**src/rtl/imem_loader_pkg.sv**
```systemverilog
// Shared definitions for the instruction store and its loader: FSM encodings, word geometry, default store size.
// No logic of its own, so no latency.
// No flow control of its own.
package imem_loader_pkg;

    typedef enum logic [1:0] {
        IDLE      = 2'd0,
        WAIT_WORD = 2'd1,
        WRITE     = 2'd2,
        FINISH    = 2'd3
    } state_t;

    localparam int BYTES_PER_WORD    = 4;
    localparam int DEFAULT_MEM_BYTES = 400;

    // Big-endian byte k of a 32-bit word.
    function automatic logic [7:0] word_byte(input logic [31:0] word, input logic [1:0] k);
        logic [7:0] b;
        b = 8'h00;
        case (k)
            2'd0: b = word[31:24];
            2'd1: b = word[23:16];
            2'd2: b = word[15:8];
            2'd3: b = word[7:0];
            default: b = 8'h00;
        endcase
        return b;
    endfunction

endpackage

```
**src/rtl/imem_byte_ser.sv**
```systemverilog
// Holds one instruction word and steps through its four bytes, most significant byte first.
// Byte data and offset are valid in the cycle after load, then advance by one per cycle.
// No backpressure: the owner advances only while it is writing.
module imem_byte_ser
    import imem_loader_pkg::*;
(
    input  logic        clk,
    input  logic        rst,
    input  logic        i_load,
    input  logic [31:0] i_word,
    input  logic        i_advance,
    output logic [7:0]  o_byte,
    output logic [1:0]  o_offset,
    output logic        o_last
);

    logic [31:0] r_word;
    logic [1:0]  r_idx;

    always_ff @(posedge clk) begin
        if (rst) begin
            r_word <= '0;
            r_idx  <= '0;
        end else if (i_load) begin
            r_word <= i_word;
            r_idx  <= '0;
        end else if (i_advance) begin
            r_idx  <= r_idx + 2'd1;
        end
    end

    assign o_byte   = word_byte(r_word, r_idx);
    assign o_offset = r_idx;
    assign o_last   = (r_idx == 2'(BYTES_PER_WORD - 1));

endmodule

```
**src/rtl/imem_loader.sv**
```systemverilog
// Loads a run of 32-bit words into the byte-wide instruction store, big-endian; optional checksum under IMEM_LOADER_CHECKSUM_EN.
// First byte write one cycle after a word is accepted; one word per 5 cycles.
// in_ready is high only while waiting for a word, so the source is stalled for the 4 write cycles.
module imem_loader
    import imem_loader_pkg::*;
#(
    parameter int MEM_BYTES = DEFAULT_MEM_BYTES,
    parameter int ADDR_W    = 32,
    parameter int CNT_W     = 16
) (
    input  logic              clk,
    input  logic              rst,
    input  logic              start,
    input  logic [ADDR_W-1:0] base_adrs,
    input  logic [CNT_W-1:0]  word_cnt,
    input  logic              in_valid,
    input  logic [31:0]       in_data,
    output logic              in_ready,
    output logic              mem_we,
    output logic [ADDR_W-1:0] mem_adrs,
    output logic [7:0]        mem_wdata,
    output logic              busy,
    output logic              done,
    output logic              err,
    output logic [31:0]       checksum
);

    localparam logic [ADDR_W:0] LAST_BYTE = (ADDR_W+1)'(MEM_BYTES - 1);

    state_t            r_state;
    state_t            w_next;
    logic [ADDR_W-1:0] r_adrs;
    logic [CNT_W-1:0]  r_remaining;
    logic              r_err;

    logic              w_start_acc;
    logic              w_accept;
    logic              w_in_range;
    logic [ADDR_W:0]   w_word_end;
    logic              w_in_ready;
    logic              w_mem_we;
    logic              w_busy;
    logic              w_done;
    logic [7:0]        w_byte;
    logic [1:0]        w_offset;
    logic              w_last;

    assign w_start_acc = (r_state == IDLE) && start;
    assign w_accept    = (r_state == WAIT_WORD) && in_valid;

    // One extra bit so a base near the top of the address space fails the check instead of wrapping into range.
    assign w_word_end  = {1'b0, r_adrs} + (ADDR_W+1)'(BYTES_PER_WORD - 1);
    assign w_in_range  = (w_word_end <= LAST_BYTE);

    always_ff @(posedge clk) begin
        if (rst) begin
            r_state <= IDLE;
        end else begin
            r_state <= w_next;
        end
    end

    always_comb begin
        w_next     = r_state;
        w_in_ready = 1'b0;
        w_mem_we   = 1'b0;
        w_busy     = 1'b0;
        w_done     = 1'b0;
        case (r_state)
            IDLE: begin
                if (start) begin
                    w_next = (word_cnt == '0) ? FINISH : WAIT_WORD;
                end
            end
            WAIT_WORD: begin
                w_in_ready = 1'b1;
                w_busy     = 1'b1;
                if (in_valid) begin
                    w_next = w_in_range ? WRITE : FINISH;
                end
            end
            WRITE: begin
                w_mem_we = 1'b1;
                w_busy   = 1'b1;
                if (w_last) begin
                    w_next = (r_remaining == CNT_W'(1)) ? FINISH : WAIT_WORD;
                end
            end
            FINISH: begin
                w_done = 1'b1;
                w_next = IDLE;
            end
            default: w_next = IDLE;
        endcase
    end

    always_ff @(posedge clk) begin
        if (rst) begin
            r_adrs      <= '0;
            r_remaining <= '0;
            r_err       <= 1'b0;
        end else begin
            if (w_start_acc) begin
                r_adrs      <= base_adrs;
                r_remaining <= word_cnt;
                r_err       <= 1'b0;
            end
            if (w_accept && !w_in_range) begin
                r_err <= 1'b1;
            end
            if (w_mem_we && w_last) begin
                r_adrs      <= r_adrs + ADDR_W'(BYTES_PER_WORD);
                r_remaining <= r_remaining - CNT_W'(1);
            end
        end
    end

    imem_byte_ser u_byte_ser (
        .clk       (clk),
        .rst       (rst),
        .i_load    (w_accept && w_in_range),
        .i_word    (in_data),
        .i_advance (w_mem_we),
        .o_byte    (w_byte),
        .o_offset  (w_offset),
        .o_last    (w_last)
    );

`ifdef IMEM_LOADER_CHECKSUM_EN
    logic [31:0] r_checksum;

    always_ff @(posedge clk) begin
        if (rst) begin
            r_checksum <= '0;
        end else if (w_start_acc) begin
            r_checksum <= '0;
        end else if (w_accept && w_in_range) begin
            r_checksum <= r_checksum + in_data;
        end
    end

    assign checksum = r_checksum;
`else
    assign checksum = 32'h0;
`endif

    // Address and data are forced to zero outside writes so the port is quiet when idle.
    assign mem_adrs  = w_mem_we ? (r_adrs + ADDR_W'(w_offset)) : '0;
    assign mem_wdata = w_mem_we ? w_byte : 8'h00;
    assign mem_we    = w_mem_we;
    assign in_ready  = w_in_ready;
    assign busy      = w_busy;
    assign done      = w_done;
    assign err       = r_err;

endmodule
```
**config.mk**
```make
export PLATFORM = sky130hd
export DESIGN_NAME = imem_loader
export DESIGN_NICKNAME = d
export VERILOG_FILES = /design/src/rtl/imem_loader_pkg.sv /design/src/rtl/imem_byte_ser.sv /design/src/rtl/imem_loader.sv
export SDC_FILE = /design/constraint.sdc
export NUM_CORES = 1
export LEC_CHECK = 0
export ABC_CLOCK_PERIOD_IN_PS = 3300
export CORE_ASPECT_RATIO = 0.75
export CORE_UTILIZATION = 40
export CTS_CLUSTER_SIZE = 30
export DETAILED_ROUTE_END_ITERATION = 7
export GPL_ROUTABILITY_DRIVEN = 0
export PLACE_DENSITY = 0.64
export SYNTH_ARGS = -nofsm -noshare
export SYNTH_HDL_FRONTEND = slang
export SYNTH_SLANG_ARGS = --single-unit
```
**constraint.sdc**
```tcl
create_clock -name clk -period 3.3 [get_ports clk]
set_input_delay 0.99 -clock clk [delete_from_list [all_inputs] [get_ports clk]]
set_output_delay 0.99 -clock clk [all_outputs]
set_load 0.02 [all_outputs]
```
### Word-level counts from Yosys, hierarchy flattened

Cells that the tools add are included.

* memory bits (read-only): 0
* logic and storage cells: 56
* memories kept: 0
* bits of input ports: 84
* flip-flop bits (word level): 85
* bits in writable memories: 0
* output and inout port bits: 77
* latch bits: 0

* multiply operators: 0
* add/subtract/negate cells: 5
* divide/modulo/power cells: 0
* muxes and demuxes: 20
* bitwise gates (word level): 0
* reductions and logical operators: 14
* shift operators: 0
* magnitude comparators: 1
* eq/ne operators: 10

Operator list (count)
* $mux W32: 3
* $add A32 B2 Y33 const B: 1
* $le A33 B9 Y1 const B: 1
* $add A32 B2 Y32: 1
* $add A32 B3 Y32 const B: 1
* $mux W16: 2
* $pmux W8 S4: 1
* $eq A16 B1 Y1 const B: 1
* $logic_not A16 Y1: 1
* $sub A16 B1 Y16 const B: 1
* $mux W2: 5
* $eq A2 B2 Y1 const B: 4
* $mux W8: 1
* $pmux W2 S4: 1
* $mux W1: 7
* $ne A2 B2 Y1 const B: 3
* $logic_and A1 B1 Y1: 5
* $eq A2 B1 Y1 const B: 2
* $logic_not A2 Y1: 2
* $reduce_bool A2 Y1: 2
* $reduce_or A2 Y1: 2
* $reduce_and A3 Y1: 1
* $add A2 B1 Y2 const B: 1
* $logic_not A1 Y1: 1

### Depth between registers and ports, before layout

* depth in word-level cells: 5
* depth in mapped cells: 12
* depth with buffers taken out: 9

### Modules after synthesis

Synthesis repeated with hierarchy kept, for this count alone.

* cell total of the unflattened synthesis: 821
* area total of the unflattened synthesis: 6184.7 um^2

Modules (own cells, without submodules)
* imem_loader: area each 4665.7 um^2, times used 1, sequential area each 1021.0 um^2, cells an instance 677
* imem_byte_ser: area each 1519.0 um^2, times used 1, sequential area each 680.7 um^2, cells an instance 144

### Least setup slack after synthesis

OpenSTA, ideal clock, no wires.

* kind: reg-to-output
* start: register r_adrs[6]
* end: output mem_adrs[25]
* stages on the path, launching flop included: 7
* path slack: 0.037 ns
* arrival: 2.273 ns
* buffers on the path: 2
* required time: 2.310 ns
* cells stage by stage: dfxtp_1 clkbuf_1 clkbuf_1 nand4_1 or4_1 or3_1 a21boi_0

* cells in the longest elaborated chain, start to end: 2

RTL lines
* start: declaration: line imem_loader.sv:32 `logic [ADDR_W-1:0] r_adrs;`
* start signal: assignment: line imem_loader.sv:104 `r_adrs <= base_adrs;`
* start signal: assignment: line imem_loader.sv:112 `r_adrs <= r_adrs + ADDR_W'(BYTES_PER_WORD);`
* $add A32 B2 Y32: line imem_loader.sv:148 `assign mem_adrs = w_mem_we ? (r_adrs + ADDR_W'(w_offset)) : '0;`
* $mux W32: line imem_loader.sv:148
* end: declaration: line imem_loader.sv:20 `output logic [ADDR_W-1:0] mem_adrs,`

Every way passes these cells.

### Worst setup path in the final report

* start: register r_adrs[3]
* end: output mem_adrs[25]

The elaborated chain is that of the path after synthesis.

==> impl_metrics.env <==
export IMPL_synth_seq_cells=85
export IMPL_hold_class="register to register"
export IMPL_wl_per_cell_um=17.4
export IMPL_grt_ovfl_total=0
export IMPL_post_route_util=0.557
export IMPL_clk_pin_slew_ps=70
export IMPL_cp_data_required_time_ps=2310
export IMPL_yosys_warnings=0
export IMPL_worstPathBufferInverterCount=1
export IMPL_finalMaxSlewViolations=0
export IMPL_grt_pass1_wl_um=34100
export IMPL_cts_sinks=85
export IMPL_end_kind="primary output"
export IMPL_worstPathArrival_ps=2220
export IMPL_reg2reg_from="r_adrs[0]"
export IMPL_max_freq_ghz=0.311
export IMPL_die_h_um=113
export IMPL_placed_cells=1244
export IMPL_syn_area_um2=6630
export IMPL_fillers=1553
export IMPL_crit_fanout=4
export IMPL_io_buffers=128
export IMPL_max_clock_path_buffers=2
export IMPL_drc=0
export IMPL_setup_violations=0
export IMPL_cts_htree_levels=3
export IMPL_path_class="register to primary output"
export IMPL_cp_top_family="simple AND/OR/NAND/NOR gates"
export IMPL_reg2regPathDepth=12
export IMPL_startpoint_type="register"
export IMPL_n_antenna_cell=0
export IMPL_seq_area_frac_synth=0.257
export IMPL_globalRouteTotalUtil=0.258
export IMPL_final_common_cell="buf_4"
export IMPL_min_from="err"
export IMPL_cp_cell_sequence="and4_4 -> nand4_1 -> or4_4 -> or3_1 -> a21boi_1 -> buf_4"
export IMPL_hold_end="err"
export IMPL_ys_flop_type="dfxtp_1"
export IMPL_synthArstFlopShare=0
export IMPL_tightest_slew_ps=872
export IMPL_die_w_um=151
export IMPL_stdcell_count=1273
export IMPL_cts_hold_fix_buffers=0
export IMPL_antenna_found_initial=0
export IMPL_layout_drive_gt1_share=0.187
export IMPL_slowest_stage="or4_4"
export IMPL_layout_common_cells="buf_4, clkdlybuf4s50_1, nand2_1"
export IMPL_ant_nets=0
export IMPL_num_vias=7148
export IMPL_dpl_hpwl_um=16400
export IMPL_worstHoldPathCells=2
export IMPL_ios=161
export IMPL_viasPerCell=5.62
export IMPL_grtUsageMet2=0.359
export IMPL_die_area_um2=17100
export IMPL_cts_tree="yes"
export IMPL_nets=1159
export IMPL_start_util=0.411
export IMPL_max_cap_viol_count=0
export IMPL_dr_pass1_iters=7
export IMPL_rows=40
export IMPL_grt_busiest_layer="met1"
export IMPL_grt_max_degree=63
export IMPL_outcome="complete, no violations"
export IMPL_slew_headroom=0.415
export IMPL_met3_usage=0.0492
export IMPL_timing_final_crit_share=0.974
export IMPL_synth_cells=881
export IMPL_synth_enable_flop_cells=0
export IMPL_core_area_um2=16100
export IMPL_avgSynthCellArea_um2=7.52
export IMPL_cts_made_buffers=9
export IMPL_finalClockSkew_ps=7.80
export IMPL_hold_viol=0
export IMPL_area_delta_synth_final_pct=35.4
export IMPL_post_route_min_period_ps=3210
export IMPL_wirelength_um=22200
export IMPL_slowest_delay_ps=510
export IMPL_ff2ff_setup_slack_ps=180
export IMPL_rsz0062_at_grt="true"
export IMPL_p_per_area_nw_per_um2=493
export IMPL_r2r_end="u_byte_ser.r_word[27]"
export IMPL_clock_root_buffer="clkbuf_16"
export IMPL_p_leak_nw=3.43
export IMPL_ir_worst_vdd_v=0.000379
export IMPL_clkLatencyLatePin_ps=350
export IMPL_grt_pass1_vias=6242
export IMPL_drtIter0Drc=707
export IMPL_ys_types=63
export IMPL_gr_usage_met1=0.398
[Yosys cell counts (16+ instances only)]
| master | count | share of area |
|---|---|---|
| nor2_1 | 70 | 0.040 |
| mux2i_1 | 34 | 0.051 |
| o21ai_0 | 47 | 0.036 |
| nand2_1 | 79 | 0.045 |
| clkbuf_1 | 53 | 0.030 |
| ha_1 | 16 | 0.030 |
| nor3_1 | 35 | 0.026 |
| nor4_1 | 23 | 0.022 |
| nand4_1 | 21 | 0.020 |
| xnor2_1 | 21 | 0.028 |
| buf_4 | 39 | 0.044 |
| nand3_1 | 17 | 0.013 |
| nand2b_1 | 66 | 0.062 |
| and2_1 | 29 | 0.027 |
| dfxtp_1 | 85 | 0.26 |
| a21oi_1 | 52 | 0.039 |
[flip-flops by register name, indices dropped and copies added, names as in the netlist]
name / cells
r_remaining: 16
r_adrs: 32
u_byte_ser.o_offset: 2
err: 1
r_state: 2
u_byte_ser.r_word: 32
[worst register-to-register path: stages (launching register included)]
cell and delay [ps]:
dfxtp_1 340, buf_4 170, inv_1 70, ha_1 210
nand4b_1 170, buf_4 180, nor3_2 210, nand4b_1 170
a211oi_1 270, nand4_1 280, nor4b_4 410, buf_12 290
mux2i_1 270
[worst max path at each step]
stage	startpoint	end	slack, ps	cells after the start
finish	r_adrs[3]	mem_adrs[25]	90	6
global route	r_adrs[3]	mem_adrs[25]	-3	6
CTS	r_adrs[10]	mem_adrs[25]	-20	6
detailed placement	r_adrs[3]	mem_adrs[25]	-130	6
global placement	r_adrs[3]	mem_adrs[25]	-120	6
floorplan	r_adrs[6]	mem_adrs[25]	40	6
[layout make-up]
cell class,instances,area (um^2),share of cell area
Multi-Input combinational cell,704,4500,0.501
Timing Repair Buffer,243,2130,0.238
Sequential cell,85,1720,0.192
Tap cell,210,263,0.0293
Clock buffer,11,243,0.0271
Clock inverter,5,58.8,0.00656
Inverter,15,56.3,0.00628
[metrics by stage]
step           setup slack, ps  cell area [um^2]  TNS [ps]  hold slack [ps]  power [mW]
6_report                  86.6              8970         0              455        4.43
5_1_grt                  -3.19              8970     -3.19              489        4.67
4_1_cts                  -16.9              8820     -16.9              461        4.36
3_5_place_dp              -130              8470      -454              452        3.31
3_3_place_gp              -122              8470      -154              445        3.30
2_1_floorplan             37.3              6740         0              448        2.58
[per-layer routing]
metal | part of all wire | vias to the layer above
met5 | 0 | -
met4 | 0.016 | 0
met3 | 0.10 | 31
met2 | 0.41 | 373
met1 | 0.47 | 3290
li1 | - | 3454
[logic make-up (layout without fill, tap and decap cells)]
group | Yosys count | after routing | synth area share
AO/OA/AOI/OAI | 192 | 192 | 0.189
XOR/XNOR | 31 | 31 | 0.0410
adder cells (fa/ha/maj) | 17 | 17 | 0.0332
buffers and inverters | 123 | 274 | 0.103
flip-flops | 85 | 85 | 0.257
multiplexers | 34 | 34 | 0.0514
other | 1 | 32 | 0.000566
AND/OR/NAND/NOR | 398 | 398 | 0.324
[power by group]
part / internal (mW) / switching (mW) / total, mW
Clock: 0.609 / 0.436 / 1.04
Sequential: 1.18 / 0.140 / 1.32
Combinational: 0.853 / 1.20 / 2.06
[repair_timing]
item	in CTS	in global routing
buffers inserted	1	12
endpoints found under the hold margin	0	0
setup endpoints to repair	37	54
resized for setup	92	52
pin swaps	4	9
(Power assumes the default switching activity.)
